--- config.mk ---
export PLATFORM = sky130hd
export DESIGN_NAME = pc_gen_unit_flat
export DESIGN_NICKNAME = d
export VERILOG_FILES = /design/src/rtl/pc_gen_unit_if.sv /design/src/rtl/pc_gen_unit.sv /design/src/flat_wrapper.sv
export SDC_FILE = /design/constraint.sdc
export NUM_CORES = 1
export LEC_CHECK = 0
export ABC_AREA = 0
export BUFFER_PORTS_ARGS = -buffer_cell sky130_fd_sc_hd__buf_2
export CORE_MARGIN = 2
export CORE_UTILIZATION = 51
export DETAILED_ROUTE_END_ITERATION = 8
export PLACE_DENSITY = 0.74
export SYNTH_ARGS = -nofsm -noshare
export SYNTH_HDL_FRONTEND = slang
export SYNTH_SLANG_ARGS = --single-unit
--- constraint.sdc ---
create_clock -name clk -period 6.7 [get_ports clk]
set_clock_uncertainty 0.05 [all_clocks]
set_input_delay 0.67 -clock clk [delete_from_list [all_inputs] [get_ports clk]]
set_output_delay 0.67 -clock clk [all_outputs]
set_load 0.005 [all_outputs]
--- src/rtl/pc_gen_unit_if.sv ---
// Fetch-side bundle of pc_gen_unit: next-PC control inputs, instruction-memory
// handshake, return-address-stack controls and the resulting status outputs.
// master: the control unit / next-PC logic side; slave: pc_gen_unit itself.
interface pc_gen_unit_if #(
    parameter int N = 32
);
    logic         fetch_ready;
    logic         redirect_valid;
    logic [N-1:0] redirect_target;
    logic         trap_req;
    logic         halt_req;
    logic         resume;
    logic         ras_push;
    logic [N-1:0] ras_push_addr;
    logic         ras_pop;

    logic [N-1:0] PC_Value;
    logic         fetch_valid;
    logic [N-1:0] ras_top;
    logic         ras_empty;
    logic         ras_full;
    logic         misaligned_err;

    modport master (
        output fetch_ready, redirect_valid, redirect_target, trap_req, halt_req,
               resume, ras_push, ras_push_addr, ras_pop,
        input  PC_Value, fetch_valid, ras_top, ras_empty, ras_full, misaligned_err
    );

    modport slave (
        input  fetch_ready, redirect_valid, redirect_target, trap_req, halt_req,
               resume, ras_push, ras_push_addr, ras_pop,
        output PC_Value, fetch_valid, ras_top, ras_empty, ras_full, misaligned_err
    );
endinterface

--- src/rtl/pc_gen_unit.sv ---
// Program-counter generator: fetch PC register with imem stall handshake,
// branch/jump redirect, trap vectoring, halt/resume and a circular
// return-address stack. Optional macro PC_ALIGN_CHECK_EN rejects redirects
// whose target is not word aligned and pulses misaligned_err instead.
module pc_gen_unit #(
    parameter int           N            = 32,
    parameter logic [N-1:0] RESET_VECTOR = 'h0040_0000,
    parameter logic [N-1:0] TRAP_VECTOR  = 'h0040_0180,
    parameter int           INC          = 4,
    parameter int           RAS_DEPTH    = 4
) (
    input logic         clk,
    input logic         reset,
    pc_gen_unit_if.slave bus
);
    localparam int PTR_W = $clog2(RAS_DEPTH);
    localparam int CNT_W = PTR_W + 1;

    typedef enum logic [1:0] {
        ST_BOOT = 2'd0,
        ST_RUN  = 2'd1,
        ST_HALT = 2'd2
    } state_t;

    state_t       state_q, state_d;
    logic [N-1:0] pc_q, pc_d;
    logic         err_q, err_d;
    logic         redirect_bad;

    // Sequential increment; wraps modulo 2^N with no carry out.
    function automatic logic [N-1:0] pc_inc(input logic [N-1:0] pc);
        return pc + N'(INC);
    endfunction

`ifdef PC_ALIGN_CHECK_EN
    assign redirect_bad = bus.redirect_target[1:0] != 2'b00;
`else
    assign redirect_bad = 1'b0;
`endif

    // Next-PC / next-state selection with trap > redirect > halt > fetch priority.
    always_comb begin
        state_d = state_q;
        pc_d    = pc_q;
        err_d   = 1'b0;
        case (state_q)
            ST_BOOT: state_d = ST_RUN;
            ST_RUN: begin
                if (bus.trap_req) begin
                    pc_d = TRAP_VECTOR;
                end else if (bus.redirect_valid) begin
                    if (redirect_bad) err_d = 1'b1;
                    else              pc_d  = bus.redirect_target;
                end else if (bus.halt_req) begin
                    state_d = ST_HALT;
                end else if (bus.fetch_ready) begin
                    pc_d = pc_inc(pc_q);
                end
            end
            ST_HALT: begin
                if (bus.trap_req) begin
                    pc_d    = TRAP_VECTOR;
                    state_d = ST_RUN;
                end else if (bus.redirect_valid) begin
                    if (redirect_bad) err_d = 1'b1;
                    else              pc_d  = bus.redirect_target;
                end else if (bus.resume) begin
                    state_d = ST_RUN;
                end
            end
            default: state_d = ST_BOOT;
        endcase
    end

    // State, PC and error-pulse registers; reset forces the boot vector.
    always_ff @(posedge clk or negedge reset) begin
        if (!reset) begin
            state_q <= ST_BOOT;
            pc_q    <= RESET_VECTOR;
            err_q   <= 1'b0;
        end else begin
            state_q <= state_d;
            pc_q    <= pc_d;
            err_q   <= err_d;
        end
    end

    assign bus.PC_Value       = pc_q;
    assign bus.fetch_valid    = (state_q == ST_RUN);
    assign bus.misaligned_err = err_q;

    logic [N-1:0]     ras_mem [RAS_DEPTH];
    logic [PTR_W-1:0] top_q, top_d, ras_wptr;
    logic [CNT_W-1:0] cnt_q, cnt_d;
    logic             ras_we;
    logic             ras_en;
    logic             ras_is_empty;
    logic             ras_is_full;

    assign ras_en       = (state_q != ST_BOOT);
    assign ras_is_empty = (cnt_q == '0);
    assign ras_is_full  = (cnt_q == CNT_W'(RAS_DEPTH));

    // Stack pointer/count update; a push on a full stack overwrites the oldest
    // entry because the pointer simply wraps while the count saturates.
    always_comb begin
        ras_we   = 1'b0;
        ras_wptr = top_q;
        top_d    = top_q;
        cnt_d    = cnt_q;
        if (ras_en) begin
            if (bus.ras_push && (!bus.ras_pop || ras_is_empty)) begin
                ras_we   = 1'b1;
                ras_wptr = top_q + 1'b1;
                top_d    = top_q + 1'b1;
                if (!ras_is_full) cnt_d = cnt_q + 1'b1;
            end else if (bus.ras_push && bus.ras_pop) begin
                ras_we = 1'b1;
            end else if (bus.ras_pop && !ras_is_empty) begin
                top_d = top_q - 1'b1;
                cnt_d = cnt_q - 1'b1;
            end
        end
    end

    // Stack control registers; entries themselves are hidden while count is 0.
    always_ff @(posedge clk or negedge reset) begin
        if (!reset) begin
            top_q <= '0;
            cnt_q <= '0;
        end else begin
            top_q <= top_d;
            cnt_q <= cnt_d;
        end
    end

    // Stack storage write port.
    always_ff @(posedge clk) begin
        if (ras_we) ras_mem[ras_wptr] <= bus.ras_push_addr;
    end

    assign bus.ras_top   = ras_is_empty ? '0 : ras_mem[top_q];
    assign bus.ras_empty = ras_is_empty;
    assign bus.ras_full  = ras_is_full;
endmodule

--- src/flat_wrapper.sv ---
// flat-port wrapper written by rule: the top's interface ports become plain ports
module pc_gen_unit_flat 
#(
    parameter int           N            = 32,
    parameter logic [N-1:0] RESET_VECTOR = 'h0040_0000,
    parameter logic [N-1:0] TRAP_VECTOR  = 'h0040_0180,
    parameter int           INC          = 4,
    parameter int           RAS_DEPTH    = 4
)
  (clk, reset, bus_fetch_ready, bus_redirect_valid, bus_redirect_target, bus_trap_req, bus_halt_req, bus_resume, bus_ras_push, bus_ras_push_addr, bus_ras_pop, bus_PC_Value, bus_fetch_valid, bus_ras_top, bus_ras_empty, bus_ras_full, bus_misaligned_err);
  pc_gen_unit_if #(.N(N)) bus_i ();
  input logic clk;
  input logic reset;
  input wire logic [$bits(bus_i.fetch_ready)-1:0] bus_fetch_ready;
  input wire logic [$bits(bus_i.redirect_valid)-1:0] bus_redirect_valid;
  input wire logic [$bits(bus_i.redirect_target)-1:0] bus_redirect_target;
  input wire logic [$bits(bus_i.trap_req)-1:0] bus_trap_req;
  input wire logic [$bits(bus_i.halt_req)-1:0] bus_halt_req;
  input wire logic [$bits(bus_i.resume)-1:0] bus_resume;
  input wire logic [$bits(bus_i.ras_push)-1:0] bus_ras_push;
  input wire logic [$bits(bus_i.ras_push_addr)-1:0] bus_ras_push_addr;
  input wire logic [$bits(bus_i.ras_pop)-1:0] bus_ras_pop;
  output wire logic [$bits(bus_i.PC_Value)-1:0] bus_PC_Value;
  output wire logic [$bits(bus_i.fetch_valid)-1:0] bus_fetch_valid;
  output wire logic [$bits(bus_i.ras_top)-1:0] bus_ras_top;
  output wire logic [$bits(bus_i.ras_empty)-1:0] bus_ras_empty;
  output wire logic [$bits(bus_i.ras_full)-1:0] bus_ras_full;
  output wire logic [$bits(bus_i.misaligned_err)-1:0] bus_misaligned_err;
  assign bus_i.fetch_ready = bus_fetch_ready;
  assign bus_i.redirect_valid = bus_redirect_valid;
  assign bus_i.redirect_target = bus_redirect_target;
  assign bus_i.trap_req = bus_trap_req;
  assign bus_i.halt_req = bus_halt_req;
  assign bus_i.resume = bus_resume;
  assign bus_i.ras_push = bus_ras_push;
  assign bus_i.ras_push_addr = bus_ras_push_addr;
  assign bus_i.ras_pop = bus_ras_pop;
  assign bus_PC_Value = bus_i.PC_Value;
  assign bus_fetch_valid = bus_i.fetch_valid;
  assign bus_ras_top = bus_i.ras_top;
  assign bus_ras_empty = bus_i.ras_empty;
  assign bus_ras_full = bus_i.ras_full;
  assign bus_misaligned_err = bus_i.misaligned_err;
  pc_gen_unit #(.N(N), .RESET_VECTOR(RESET_VECTOR), .TRAP_VECTOR(TRAP_VECTOR), .INC(INC), .RAS_DEPTH(RAS_DEPTH)) u_core (.clk(clk), .reset(reset), .bus(bus_i));
endmodule
* Word-level counts from Yosys, hierarchy flattened
Memories as Yosys holds them, arrays and structs flattened.
Cells that the tools add are included.
** Word-level totals
- Bits in registers :: 39
- Latch bits :: 0
- RAM bits :: 128
- Bits in read-only memories :: 0
- Input bits :: 73
- Output and inout port bits :: 68
- Logic and storage cells :: 67
- Memories kept :: 1
** Cells by class
- Add/subtract/negate cells :: 5
- $mul :: 0
- Divide/modulo/power cells :: 0
- $lt $le $gt $ge :: 0
- Eq/ne operators :: 13
- Shift-type cells :: 0
- Muxes and demuxes :: 29
- Bitwise logic cells :: 0
- Reductions and logical operators :: 15
** Memory list
- u_core.ras_mem :: depth 4, bits a word 32, rd ports 1, clocked after memory_dff 0, wr ports 1, line pc_gen_unit.sv:92 : logic [N-1:0] ras_mem [RAS_DEPTH];
** Operators with widths (count)
- 2-to-1 mux 32 bit :: 7
- case mux 32 bit (2 select lines) :: 1
- adder 32 x 3 -> 32 bit (second input constant) :: 1
- 2-to-1 mux 2 bit :: 11
- 2-to-1 mux 3 bit :: 4
- != test 3 bit (second input constant) :: 3
- != test 2 bit (second input constant) :: 4
- != test 4 bit (second input constant) :: 2
- AND reduction 4 bit :: 2
- case mux 2 bit (3 select lines) :: 1
- nonzero test 2 bit :: 3
- 2-to-1 mux 1 bit :: 5
- AND reduction 5 bit :: 1
- adder 3 x 1 -> 3 bit (second input constant) :: 1
- == test 3 bit (second input constant) :: 1
- logical AND 1 bit :: 3
- zero test 3 bit :: 1
- AND reduction 3 bit :: 1
- subtractor 3 x 1 -> 3 bit (second input constant) :: 1
- adder 2 x 1 -> 2 bit (second input constant) :: 1
- == test 2 x 1 -> 1 bit (second input constant) :: 1
- == test 2 bit (second input constant) :: 1
- zero test 1 bit :: 2
- zero test 2 bit :: 1
- 3 further kinds :: 3

* Logic depth before layout (Yosys ltp)
- Depth in word-level cells :: 7
- Mapped depth :: 9
- Depth with buffers taken out :: 8

* Worst setup path before layout
Ideal clock, no wire load.
- Kind :: register to register
- From :: reg u_core.cnt_q[0]
- To :: mem u_core.ras_mem[0][0] (enable)
- Library setup time :: 0.421 ns
- Data arrival time :: 3.325 ns
- Required time :: 6.229 ns
- Path slack :: 2.904 ns
- Cell stages (with the launch flop) :: 7
- Path buffers :: 0
- Clock period less this slack :: 3.796 ns
- Cells stage by stage :: dfrtp_1 -> nor3_1 -> nand2b_1 -> nand2_1 -> ha_1 -> or3b_2 -> nor2_1
** On the way
- Cells in the longest elaborated chain, start to end :: 7
- Elaborated cells on any way between the ends :: 9
- Classes of those cells :: 6 x mux; 3 x reduce/logical
** Ends and longest elaborated chain
- from (decl) :: line pc_gen_unit.sv:94 : logic [CNT_W-1:0] cnt_q, cnt_d;
- from (signal assigned) :: line pc_gen_unit.sv:133 : cnt_q <= cnt_d;
- zero test 3 bit (*) :: line pc_gen_unit.sv:101 : assign ras_is_empty = (cnt_q == '0);
- logical OR 1 bit (*) :: line pc_gen_unit.sv:112 : if (bus.ras_push && (!bus.ras_pop || ras_is_empty)) begin
- logical AND 1 bit (*) :: line pc_gen_unit.sv:112
- 2-to-1 mux 1 bit :: line pc_gen_unit.sv:112
- 2-to-1 mux 1 bit :: line pc_gen_unit.sv:111 : if (ras_en) begin
- 2-to-1 mux 1 bit :: line pc_gen_unit.sv:139 : if (ras_we) ras_mem[ras_wptr] <= bus.ras_push_addr;
- 2-to-1 mux 1 bit (not written as such) :: line pc_gen_unit.sv:139
- to (decl) :: line pc_gen_unit.sv:92
Every way passes the cells marked *; elsewhere a longest branch is shown, timed or not.

* Worst setup path in the final report
Same ends and word-level chain as after synthesis.

==> run metrics <==
initial antenna violation count=1; CTS buffer count=17; register area share after synthesis=62.3%; critical path arrival=3560 ps; final critical-path share of the clock period=53.2%; Die H=127 um; placed insts=852; area grow syn2layout=18.4%; Die Wd=127 um; Max Root-Sink Buffers=2; VDD IR max=294 uV; Post-Synthesis Cells=553; CP Launch Type=flop; first-pass GRT wire length=27500 um; clk_lat worst skew=430 ps; worst reg-to-reg path cell count=7; status=finished clean; Netlist cell types=71; worst r2r src=u_core.cnt_q[0]; die area=0.0162 mm2; Post-synth EDFFs=128; hold_buf cts=0; cell with the most instances after synthesis=edfxtp_1; most instantiated cells after synthesis=edfxtp_1, dfrtp_1, nor2_1; relative slew slack=23.2%; final hold violation count=0; setup bufs post-CTS=0; Final nets=764; Final TNS setup=0 ps; mean number of vias per cell=6.09; Mapped Area=0.00774 mm2; FFs w/ async S/R, synth=23.4%; final WL=17500 um; Tot GR Track Use=22.2%; largest net degree at the start of global routing=40; number of global-route vias before repair=5297; Setup crit end kind=flop; LEAKAGE=3.46 nW; Iteration-0 DRC Markers=613; r2r setup slk=3140 ps; synth warn=0; area share of the largest cell type after synthesis=49.6%; Synth Register Bits=167; clk sinks=167; WS Path Type=flop to flop; antenna viol nets, final=0; Setup-failing EPs final=0; cells resized by post-CTS repair=0; H-tree levels=4; CP required=6700 ps; Hold Crit Class=input port to asynchronous set/reset pin; share of layout cells above drive strength 1=33.0%; Synth area leaders=edfxtp_1, dfrtp_1, mux4_2; core area=0.0150 mm2; # port buffers=139; critical register-to-register path endpoint=u_core.ras_mem[0][0]; fin area=0.00917 mm2; Root Buffer=clkbuf_16; dpl cell area=0.00855 mm2; final max-slew violation count=0; CTS tree=done; DRT Pass-1 Iters=6; P per Cell Area=455 mW/mm2; Util after Layout=61.0%; CP max FO=34; Worst Tran Pin Value=1140 ps; I/O pins=141; Site Rows=45; syn_nets=634; Congestion Overflow GR=0; Via Count=5384; wire length per cell=19.8 um; Top FF cell, synth=edfxtp_1; dpl hpwl=11300 um; DRC violations left=0; gpl congestion=0.895; Initial Util=51.5%; unrepaired setup endpoints after global routing=false; Max-Cap Viols=0; Fmax=281 MHz; WHS=335 ps; Final Instance Count excl. Fillers=884; Clock Pin Slew Worst Setup and Hold Paths=70 ps; Synth area leader=edfxtp_1; Avg Cell Area, Syn=14.0 um2; Final Critical Period=3560 ps; antenna cells=0
## power by group
group	total, mW	internal [mW]	switching (mW)
Sequential	1.68	1.42	0.259
Clock	1.00	0.543	0.456
Combinational	1.49	0.688	0.805
## state kept, by name (all words and copies together), names as in the netlist
name,cells
u_core.ras_mem,128
u_core.state_q,2
u_core.top_q,2
u_core.bus.PC_Value,32
u_core.cnt_q,3
## routing by layer
layer	share of wire (%)	track usage, %	vias to the layer above
met4	1.8	7.56	2
met2	50	36.9	274
li1	-	-	2407
met5	0.074	0	-
met3	7.7	5.61	33
met1	41	28.8	2668
## area by class of cell
class | count | area (um2)
fill | 1135 | 5860
clock buffer | 17 | 425
timing repair buffer | 142 | 718
multi-input combinational | 345 | 2730
clock inverter | 15 | 196
inverter | 10 | 37.5
sequential | 167 | 4820
tap | 188 | 235
## stage by stage
step | setup slack, ps | power (mW)
2_1_floorplan | 2900 | 2.60
3_5_place_dp | 3130 | 3.18
6_report | 3140 | 4.17
3_3_place_gp | 3250 | 3.12
5_1_grt | 2950 | 4.41
4_1_cts | 3110 | 4.19
## kinds of logic (layout without fill, tap and decap cells)
logic type	count (synthesis)	in the layout	synth area share, %
AO/OA/AOI/OAI	124	124	10.4
AND/OR/NAND/NOR	171	171	12.6
adder cells (fa/ha/maj)	8	8	1.39
other	1	1	0.0484
flip-flops	167	167	62.3
XOR/XNOR	7	7	0.792
multiplexers	34	34	9.58
buffers and inverters	41	184	2.88
## worst max-delay path by stage
stage	from	cells past startpoint	end	slack (ps)
6_report	u_core.cnt_q[0]	7	u_core.ras_mem[0][0]	3140
5_1_grt	u_core.cnt_q[0]	7	u_core.ras_mem[0][6]	2950
3_5_place_dp	u_core.cnt_q[0]	7	u_core.ras_mem[2][29]	3130
4_1_cts	u_core.cnt_q[0]	7	u_core.ras_mem[2][30]	3110
3_3_place_gp	u_core.cnt_q[0]	7	u_core.ras_mem[0][19]	3250
2_1_floorplan	u_core.cnt_q[0]	6	u_core.ras_mem[0][0]	2900
## cells in the final DEF, fill, tap and decap left out, drive strengths merged, types with 7 or more instances in the layout
cell and instances:
mux4 32, edfxtp 128, nand4 9, ha 7, buf 142, o21ai 37, nor2 38, nand2 28
nand3 12, nor3 12, clkbuf 17, a21oi 34, inv 18, dfrtp 38, nor2b 35
## worst max-delay path, stage by stage, from the launching register on
cell	delay (ps)
dfrtp_1	450
nor3_2	210
buf_4	390
nand2b_1	250
nand2_1	140
ha_1	330
or3b_2	520
nor2_4	810
No activity file was read; power rests on OpenSTA's default activity.
